[config.mk]
export PLATFORM = sky130hd
export DESIGN_NAME = boot_serial_loader
export DESIGN_NICKNAME = d
export VERILOG_FILES = /design/src/rtl/boot_serial_loader.sv
export SDC_FILE = /design/constraint.sdc
export NUM_CORES = 1
export LEC_CHECK = 0
export ABC_CLOCK_PERIOD_IN_PS = 2700
export CORE_MARGIN = 10
export CORE_UTILIZATION = 36
export DETAILED_ROUTE_END_ITERATION = 6
export PLACE_DENSITY = 0.55
export SETUP_SLACK_MARGIN = 0.3
export SYNTH_ARGS = -nofsm -noshare
export SYNTH_HDL_FRONTEND = slang
export SYNTH_SLANG_ARGS = --single-unit
[constraint.sdc]
create_clock -name clk -period 2.7 [get_ports clk]
set_input_delay 0.81 -clock clk [delete_from_list [all_inputs] [get_ports clk]]
set_output_delay 0.81 -clock clk [all_outputs]
set_load 0.05 [all_outputs]
[src/rtl/boot_serial_loader.sv]
`default_nettype none
// ============================================================================
// Module   : boot_serial_loader
// Summary  : Bootloader front-end. It receives the program image over a
//            strobe/data link, assembles it MSB-first into words and issues
//            one instruction-ROM write for each word.
// Revision : 1.0
// ============================================================================
module boot_serial_loader #(
    parameter int WORD_BITS      = 32,
    parameter int ADDR_BITS      = 12,
    parameter int TIMEOUT_CYCLES = 50000
) (
    input  logic                 clk,
    input  logic                 reset,
    input  logic                 enable,
    input  logic                 strobe_pin,
    input  logic                 data_pin,
    output logic                 word_valid,
    output logic [WORD_BITS-1:0] word_out,
    output logic [ADDR_BITS-1:0] word_addr,
    output logic                 ready,
    output logic                 full,
    output logic                 timeout_err
);

    localparam int BCNT_W = $clog2(WORD_BITS) + 1;
    localparam int TMO_W  = $clog2(TIMEOUT_CYCLES + 1);

    localparam logic [1:0] c_ST_IDLE = 2'd0;
    localparam logic [1:0] c_ST_LOAD = 2'd1;
    localparam logic [1:0] c_ST_FULL = 2'd2;

    localparam logic [BCNT_W-1:0]    c_BCNT_LAST = BCNT_W'(WORD_BITS - 1);
    localparam logic [TMO_W-1:0]     c_TMO_LAST  = TMO_W'(TIMEOUT_CYCLES - 1);
    localparam logic [ADDR_BITS-1:0] c_ADDR_ONE  = ADDR_BITS'(1);

    logic                 strb_s1_q, strb_s2_q, strb_prev_q;
    logic                 data_s1_q, data_s2_q;
    logic                 en_prev_q;
    logic [1:0]           state_q, state_d;
    logic [BCNT_W-1:0]    bcnt_q, bcnt_d;
    logic [TMO_W-1:0]     tmo_q, tmo_d;
    logic [WORD_BITS-2:0] shreg_q, shreg_d;
    logic [WORD_BITS-1:0] word_out_q, word_out_d;
    logic                 word_valid_q, word_valid_d;
    logic [ADDR_BITS-1:0] word_addr_q, word_addr_d;
    logic                 full_q, full_d;
    logic                 tmo_err_q, tmo_err_d;

    logic w_edge;
    logic w_addr_last;

    assign w_edge      = strb_s2_q & ~strb_prev_q;
    assign w_addr_last = &word_addr_q;

    always_comb begin
        state_d      = state_q;
        bcnt_d       = bcnt_q;
        tmo_d        = tmo_q;
        shreg_d      = shreg_q;
        word_out_d   = word_out_q;
        word_valid_d = 1'b0;
        word_addr_d  = word_addr_q;
        full_d       = full_q;
        tmo_err_d    = tmo_err_q;

        // The address advances in the cycle after the write strobe.
        if (word_valid_q) begin
            word_addr_d = word_addr_q + c_ADDR_ONE;
            if (w_addr_last) begin
                full_d = 1'b1;
            end
        end

        case (state_q)
            c_ST_IDLE: begin
                bcnt_d = '0;
                tmo_d  = '0;
                if (enable && !en_prev_q) begin
                    word_addr_d = '0;
                    full_d      = 1'b0;
                    tmo_err_d   = 1'b0;
                    state_d     = c_ST_LOAD;
                end
            end
            c_ST_LOAD: begin
                if (!enable) begin
                    state_d = c_ST_IDLE;
                    bcnt_d  = '0;
                    tmo_d   = '0;
                end else if (word_valid_q && w_addr_last) begin
                    state_d = c_ST_FULL;
                    bcnt_d  = '0;
                    tmo_d   = '0;
                end else if (w_edge) begin
                    tmo_d = '0;
                    if (bcnt_q == c_BCNT_LAST) begin
                        word_out_d   = {shreg_q, data_s2_q};
                        word_valid_d = 1'b1;
                        bcnt_d       = '0;
                    end else begin
                        shreg_d = {shreg_q[WORD_BITS-3:0], data_s2_q};
                        bcnt_d  = bcnt_q + BCNT_W'(1);
                    end
                end else if (bcnt_q != '0) begin
                    // A stalled host loses its partial word but the session continues.
                    if (tmo_q == c_TMO_LAST) begin
                        bcnt_d    = '0;
                        tmo_d     = '0;
                        tmo_err_d = 1'b1;
                    end else begin
                        tmo_d = tmo_q + TMO_W'(1);
                    end
                end else begin
                    tmo_d = '0;
                end
            end
            c_ST_FULL: begin
                bcnt_d = '0;
                tmo_d  = '0;
                if (!enable) begin
                    state_d = c_ST_IDLE;
                end
            end
            default: begin
                state_d = c_ST_IDLE;
                bcnt_d  = '0;
                tmo_d   = '0;
            end
        endcase
    end

    always_ff @(posedge clk) begin
        if (reset) begin
            strb_s1_q    <= 1'b0;
            strb_s2_q    <= 1'b0;
            strb_prev_q  <= 1'b0;
            data_s1_q    <= 1'b0;
            data_s2_q    <= 1'b0;
            en_prev_q    <= 1'b0;
            state_q      <= c_ST_IDLE;
            bcnt_q       <= '0;
            tmo_q        <= '0;
            shreg_q      <= '0;
            word_out_q   <= '0;
            word_valid_q <= 1'b0;
            word_addr_q  <= '0;
            full_q       <= 1'b0;
            tmo_err_q    <= 1'b0;
        end else begin
            strb_s1_q    <= strobe_pin;
            strb_s2_q    <= strb_s1_q;
            strb_prev_q  <= strb_s2_q;
            data_s1_q    <= data_pin;
            data_s2_q    <= data_s1_q;
            en_prev_q    <= enable;
            state_q      <= state_d;
            bcnt_q       <= bcnt_d;
            tmo_q        <= tmo_d;
            shreg_q      <= shreg_d;
            word_out_q   <= word_out_d;
            word_valid_q <= word_valid_d;
            word_addr_q  <= word_addr_d;
            full_q       <= full_d;
            tmo_err_q    <= tmo_err_d;
        end
    end

    assign word_valid  = word_valid_q;
    assign word_out    = word_out_q;
    assign word_addr   = word_addr_q;
    assign full        = full_q;
    assign timeout_err = tmo_err_q;
    assign ready       = (state_q == c_ST_LOAD) && (bcnt_q == '0) && !word_valid_q;

endmodule
`default_nettype wire
==> flow_summary_export.csv, run 1 <==
group,metric,value,unit
setup_path,required,1890,ps
power_and_ir_drop,p_leak,1.79,nW
synth,synth.top_cells.by_area,"dfxtp_1 (51%), nand2_1 (13%), a21oi_1 (8.5%)",
placement,port_buffers,52,
synth,seq_area_frac_synth,0.515,
grt,grt_max_degree,73,
drt,first_iter_violations,187,
timing,slew_headroom,0.504,
setup_path,crit_arrival,1520,ps
clock_tree,cts_tree,"yes",
synth,synth_top_area_frac,0.515,
drt,drc,0,
synth,synth_edf_count,0,
timing,tightest_slew,744,ps
grt,grt_pass1_vias,3187,
synth,syn_inst,501,
grt,overflow,0,
final_layout,num_antenna_cells,0,
grt,antenna_found_initial,0,
clock_tree,clock_latency,340,ps
placement,hpwl,5910,um
die,num_io_pins,53,
final_layout,layout.cells.non_filler,692,
run_status,outcome,"finished clean",
setup_path,end_kind,"output port",
timing,rsz0062_at_grt,"no",
clock_tree,cts_made_buffers,9,
clock_tree,cts_setup_buffers,0,
clock_tree,clk_pin_slew_worst_paths,70,ps
timing,fmax,429,MHz
synth,synthesis.area,4200,um^2
placement,placed_cells,677,
setup_path,crit_type,"reg2out",
synth,yosysWarnings,0,
timing,period_needed,2330,ps
clock_tree,cts-resized-gates,7,
timing,setup_violations,0,
clock_tree,cts_root_buf,"clkbuf_16",
drt,drt_first_pass_iters,4,
clock_tree,cts-htree-levels,3,
flow_run,max_cap_violations,0,
die,initial_core_util,0.368,
power_and_ir_drop,p_per_area,579,nW/um^2
setup_path,crit_buf_inv,1,
grt,grtUsageTotal,0.109,
synth,ys_types,44,
drt,via_count,3329,
hold_path,hp-class,"reg2reg",
setup_path,cpPeakStageDelay,820,ps
synth,post-synth-top-area-cell,"dfxtp_1",
die,dieHeight,128,um
drt,wirelength,8820,um
placement,globalplace.congestion,0.779,
setup_path,path_max_fanout,2,
setup_path,start_kind,"flop",
die,die_w,128,um
die,rows,39,
synth,ys_async_sr_fraction,0,
power_and_ir_drop,peakVddDrop,274,uV
die,core_area,11400,um^2
final_layout,synthToLayoutAreaGrowth,22.4,%
clock_tree,hold_buffers,0,
synth,ys.flop_type,"dfxtp_1",
setup_path,crit_slowest_cell,"clkdlybuf4s50_1",
timing,hold_viol_final,0,
synth,syn_nets,510,
synth,postSynthAreaPerCell,8.38,um^2
grt,grt_pass1_wl,15100,um
drt,wire_per_inst,12.7,um
drt,vias_per_cell,4.81,
timing,tns,0,ps
final_layout,layout-drive-gt1-share,0.0820,
die,dieArea,16400,um^2
timing,finalClockSkew,9.05,ps
timing,drv_slew,0,
clock_tree,clockBufferDepth,2,
clock_tree,clock-sinks,108,
final_layout,fillers,1170,
synth,ys_ff_latch,108,
timing,period_share,0.863,
drt,ant_nets,0,
setup_path,worstPathCellList,"clkdlybuf4s50_1",
final_layout,finalNetCount,554,
setup_path,crit_family,"buffers and inverters",
stage by stage:
| stage | util | hold slack (ps) | worst slack, ps | cell area [um^2] | total power, mW |
|---|---|---|---|---|---|
| 2_1_floorplan | - | 414 | 505 | 4210 | 1.68 |
| 3_3_place_gp | 0.424 | 437 | 250 | 4840 | 1.70 |
| 3_5_place_dp | 0.424 | 430 | 220 | 4840 | 1.70 |
| 4_1_cts | 0.449 | 446 | 303 | 5130 | 3.02 |
| 5_1_grt | 0.450 | 463 | 307 | 5140 | 3.09 |
| 6_report | 0.450 | 443 | 369 | 5140 | 2.98 |
synthesized netlist by cell type, drive strengths merged (2+ instances only):
library cell,number
a21oi,71
and2b,3
and3,7
and4,5
buf,12
clkbuf,15
dfxtp,108
ha,4
inv,4
nand2,142
nand2b,3
nand3,8
nand3b,2
nand4,10
nor2,49
nor2b,7
nor3,7
nor4,3
o21ai,4
or3,2
xnor2,11
xor2,14
metal layers:
| metal | up-vias | part of all wire | global-route usage |
|---|---|---|---|
| li1 | 1738 | - | - |
| met1 | 1545 | 0.47 | 0.132 |
| met2 | 42 | 0.47 | 0.176 |
| met3 | 4 | 0.054 | 0.0405 |
| met4 | 0 | 0.0067 | 0.0358 |
| met5 | - | 0 | 0 |
layout make-up:
class,count,area (um^2),area share
multi-input cells,362,1890,0.367
repair buffers,60,602,0.117
flip-flops and latches,108,2160,0.421
clock buffers,9,225,0.0438
inverters,4,15.0,0.00292
well taps,143,179,0.0348
clock inverters,6,72.6,0.0141
power by group:
part,internal (mW),switching (mW),total (mW)
sequential,1.60,0.00294,1.60
clock,0.724,0.586,1.31
combinational,0.0186,0.0462,0.0648
sequential cells by signal, summed over array words and instances (netlist names):
name	count
strb_s2_q	1
word_valid	1
state_q	2
shreg_q	31
bcnt_q	6
word_addr	12
timeout_err	1
tmo_q	16
en_prev_q	1
word_out	32
data_s2_q	1
strb_prev_q	1
full	1
data_s1_q	1
strb_s1_q	1
worst paths after layout:
kind / endpoint / cells past startpoint / startpoint / slack, ps
worst min-delay path: strb_s2_q / 1 / strb_s1_q / 440
worst max-delay path: word_out[29] / 1 / word_out[29] / 370
worst max register to register: shreg_q[3] / 7 / bcnt_q[0] / 740
worst min register to register: strb_s2_q / 1 / strb_s1_q / 440
logic make-up (layout without fill, tap and decap cells):
group / Yosys count / in the layout / share of synthesized area
and+or+nand+nor: 253 / 253 / 0.283
muxes: 1 / 1 / 0.00238
adders and majority gates: 4 / 4 / 0.0119
DFF: 108 / 108 / 0.515
xor gates and xnor gates: 25 / 25 / 0.0521
AOI/OAI and AO/OA: 79 / 79 / 0.0968
buffers and inverters: 31 / 79 / 0.0387
cells in the final DEF, fill, tap and decap left out, types with 2 or more instances in the layout:
cell / instances
nand2b_1: 3
nand3b_1: 2
clkbuf_16: 9
nor3_2: 2
nand3_1: 7
inv_6: 2
inv_1: 4
nor2b_1: 7
nor2_1: 42
xor2_1: 14
nand4_1: 9
and3_1: 5
buf_12: 2
nor3_1: 5
clkdlybuf4s50_1: 38
nor2_2: 7
dlymetal6s2s_1: 5
and3_2: 2
nand2_1: 142
ha_1: 4
o21ai_0: 3
buf_4: 7
and2b_2: 2
or3_1: 2
dlygate4sd2_1: 7
clkinv_4: 2
a21oi_1: 71
dfxtp_1: 108
xnor2_1: 11
and4_1: 4
No activity file was read; power rests on OpenSTA's default activity.
==> run 2, diff against run 1 <==
--- a/config.mk
+++ b/config.mk
@@ -6,7 +6,8 @@
 export NUM_CORES = 1
 export LEC_CHECK = 0
 export ABC_CLOCK_PERIOD_IN_PS = 2700
-export CORE_MARGIN = 10
+export CAP_MARGIN = 20
+export CORE_MARGIN = 2
 export CORE_UTILIZATION = 36
 export DETAILED_ROUTE_END_ITERATION = 6
 export PLACE_DENSITY = 0.55
==> flow_summary_export.csv, run 2 (same netlist as run 1, synthesis figures left out) <==
group,metric,value,unit
run_status,outcome,"finished clean",
placement,placed_cells,677,
die,initial_core_util,0.368,
placement,globalplace.congestion,0.785,
final_layout,layout_common_cells,"nand2_1 (142), dfxtp_1 (108), a21oi_1 (71)",
placement,hpwl,5470,um
grt,overflow,0,
grt,grtUsageTotal,0.138,
timing,drv_slew,0,
timing,hold_viol_final,0,
clock_tree,clock-sinks,108,
clock_tree,cts_tree,"yes",
setup_path,crit_slowest_cell,"clkdlybuf4s50_1",
timing,setup_violations,0,
power_and_ir_drop,p_leak,1.80,nW
final_layout,layout.cells.non_filler,694,
drt,via_count,3347,
grt,grt_max_degree,73,
drt,top_layer,"met4",
die,dieHeight,112,um
die,dieArea,12500,um^2
power_and_ir_drop,peakVddDrop,255,uV
power_and_ir_drop,p_per_area,594,nW/um^2
clock_tree,cts-htree-levels,3,
clock_tree,cts_made_buffers,9,
setup_path,crit_arrival,1540,ps
grt,antenna_found_initial,0,
drt,wirelength,8460,um
hold_path,hp-class,"reg2reg",
drt,drt_first_pass_iters,4,
clock_tree,hold_buffers,0,
flow_run,max_cap_violations,0,
setup_path,start_kind,"flop",
setup_path,crit_buf_inv,1,
die,rows,39,
timing,tightest_slew,738,ps
die,core_area,11400,um^2
power_and_ir_drop,power,3.07,mW
die,die_w,112,um
final_layout,num_antenna_cells,0,
timing,fmax,426,MHz
clock_tree,clk_pin_slew_worst_paths,70,ps
setup_path,required,1890,ps
die,num_io_pins,53,
drt,drc,0,
final_layout,layout-drive-gt1-share,0.0871,
setup_path,end_kind,"output port",
setup_path,cpPeakStageDelay,820,ps
final_layout,largest_register_ffs,32,
final_layout,finalNetCount,555,
timing,rsz0062_at_grt,"yes",
setup_path,path_max_fanout,2,
final_layout,final_area,5170,um^2
drt,ant_nets,0,
timing,tns,0,ps
drt,wire_per_inst,12.2,um
drt,wl_met3,304,um
timing,period_needed,2350,ps
setup_path,crit_family,"buffers and inverters",
grt,grt_pass1_wl,14200,um
final_layout,post-route-util,0.453,
timing,slew_headroom,0.508,
timing,finalClockSkew,5.32,ps
setup_path,worstPathCellList,"clkdlybuf4s50_1",
timing,period_share,0.870,
clock_tree,clock_latency,340,ps
placement,port_buffers,52,
setup_path,r2r_slack,760,ps
clock_tree,clockBufferDepth,2,
grt,grt_pass1_vias,3084,
drt,wl_met1,4160,um
drt,dr_wl_met2,3820,um
clock_tree,cts_root_buf,"clkbuf_16",
final_layout,synthToLayoutAreaGrowth,23.1,%
setup_path,crit_type,"reg2out",
drt,vias_per_cell,4.82,
final_layout,final_common_cell,"nand2_1",
placement,place_area,4830,um^2
drt,first_iter_violations,137,
-- run 2: cell count changes in the layout (fill, tap and decap cells not counted) --
cell	previous run	this run
nor4_1	1	0
buf_4	7	8
bufinv_16	1	2
buf_6	0	1
nor4_2	1	2
dlymetal6s2s_1	5	4
inv_6	2	1
dlygate4sd2_1	7	8
buf_12	2	1
clkinv_2	0	1
-- run 2: routing by layer --
layer,vias up,GRT usage
li1,1741,-
met1,1535,0.183
met2,59,0.215
met3,12,0.0265
met4,0,0.0691
met5,-,0
-- run 2: repair_timing --
action,in CTS,in global routing
setup buffers,0,1
gates resized for setup,8,6
setup endpoints to repair,8,5
pin swaps,0,1
-- run 2: worst paths after layout --
check / cells past startpoint / endpoint / from
setup / recovery: 1 / word_out[29] / word_out[29]
hold / removal: 2 / word_out[15] / word_out[15]
setup reg to reg: 7 / shreg_q[7] / bcnt_q[0]
hold reg to reg: 2 / word_out[15] / word_out[15]
-- run 2: where the power goes --
group          internal (mW)  total, mW  switching, mW  leakage, nW
Clock                  0.817       1.40          0.587        0.156
Combinational         0.0193     0.0655         0.0462        0.771
Sequential              1.60       1.60        0.00361        0.871
Total                   2.43       3.07          0.637         1.80
-- run 2: cell type report --
cell class                      instances  area (um^2)
Inverter                                4         15.0
Clock buffer                            9          225
Tap cell                              143          179
Sequential cell                       108         2160
Multi-Input combinational cell        362         1890
Fill cell                            1137         6250
Timing Repair Buffer                   61          597
Clock inverter                          7         98.8
-- run 2: per-stage QoR --
stage / setup WS (ps) / hold slack [ps]
floorplan: 505 / 414
global placement: 242 / 435
detailed placement: 154 / 438
CTS: 301 / 452
global route: 269 / 472
finish: 352 / 451
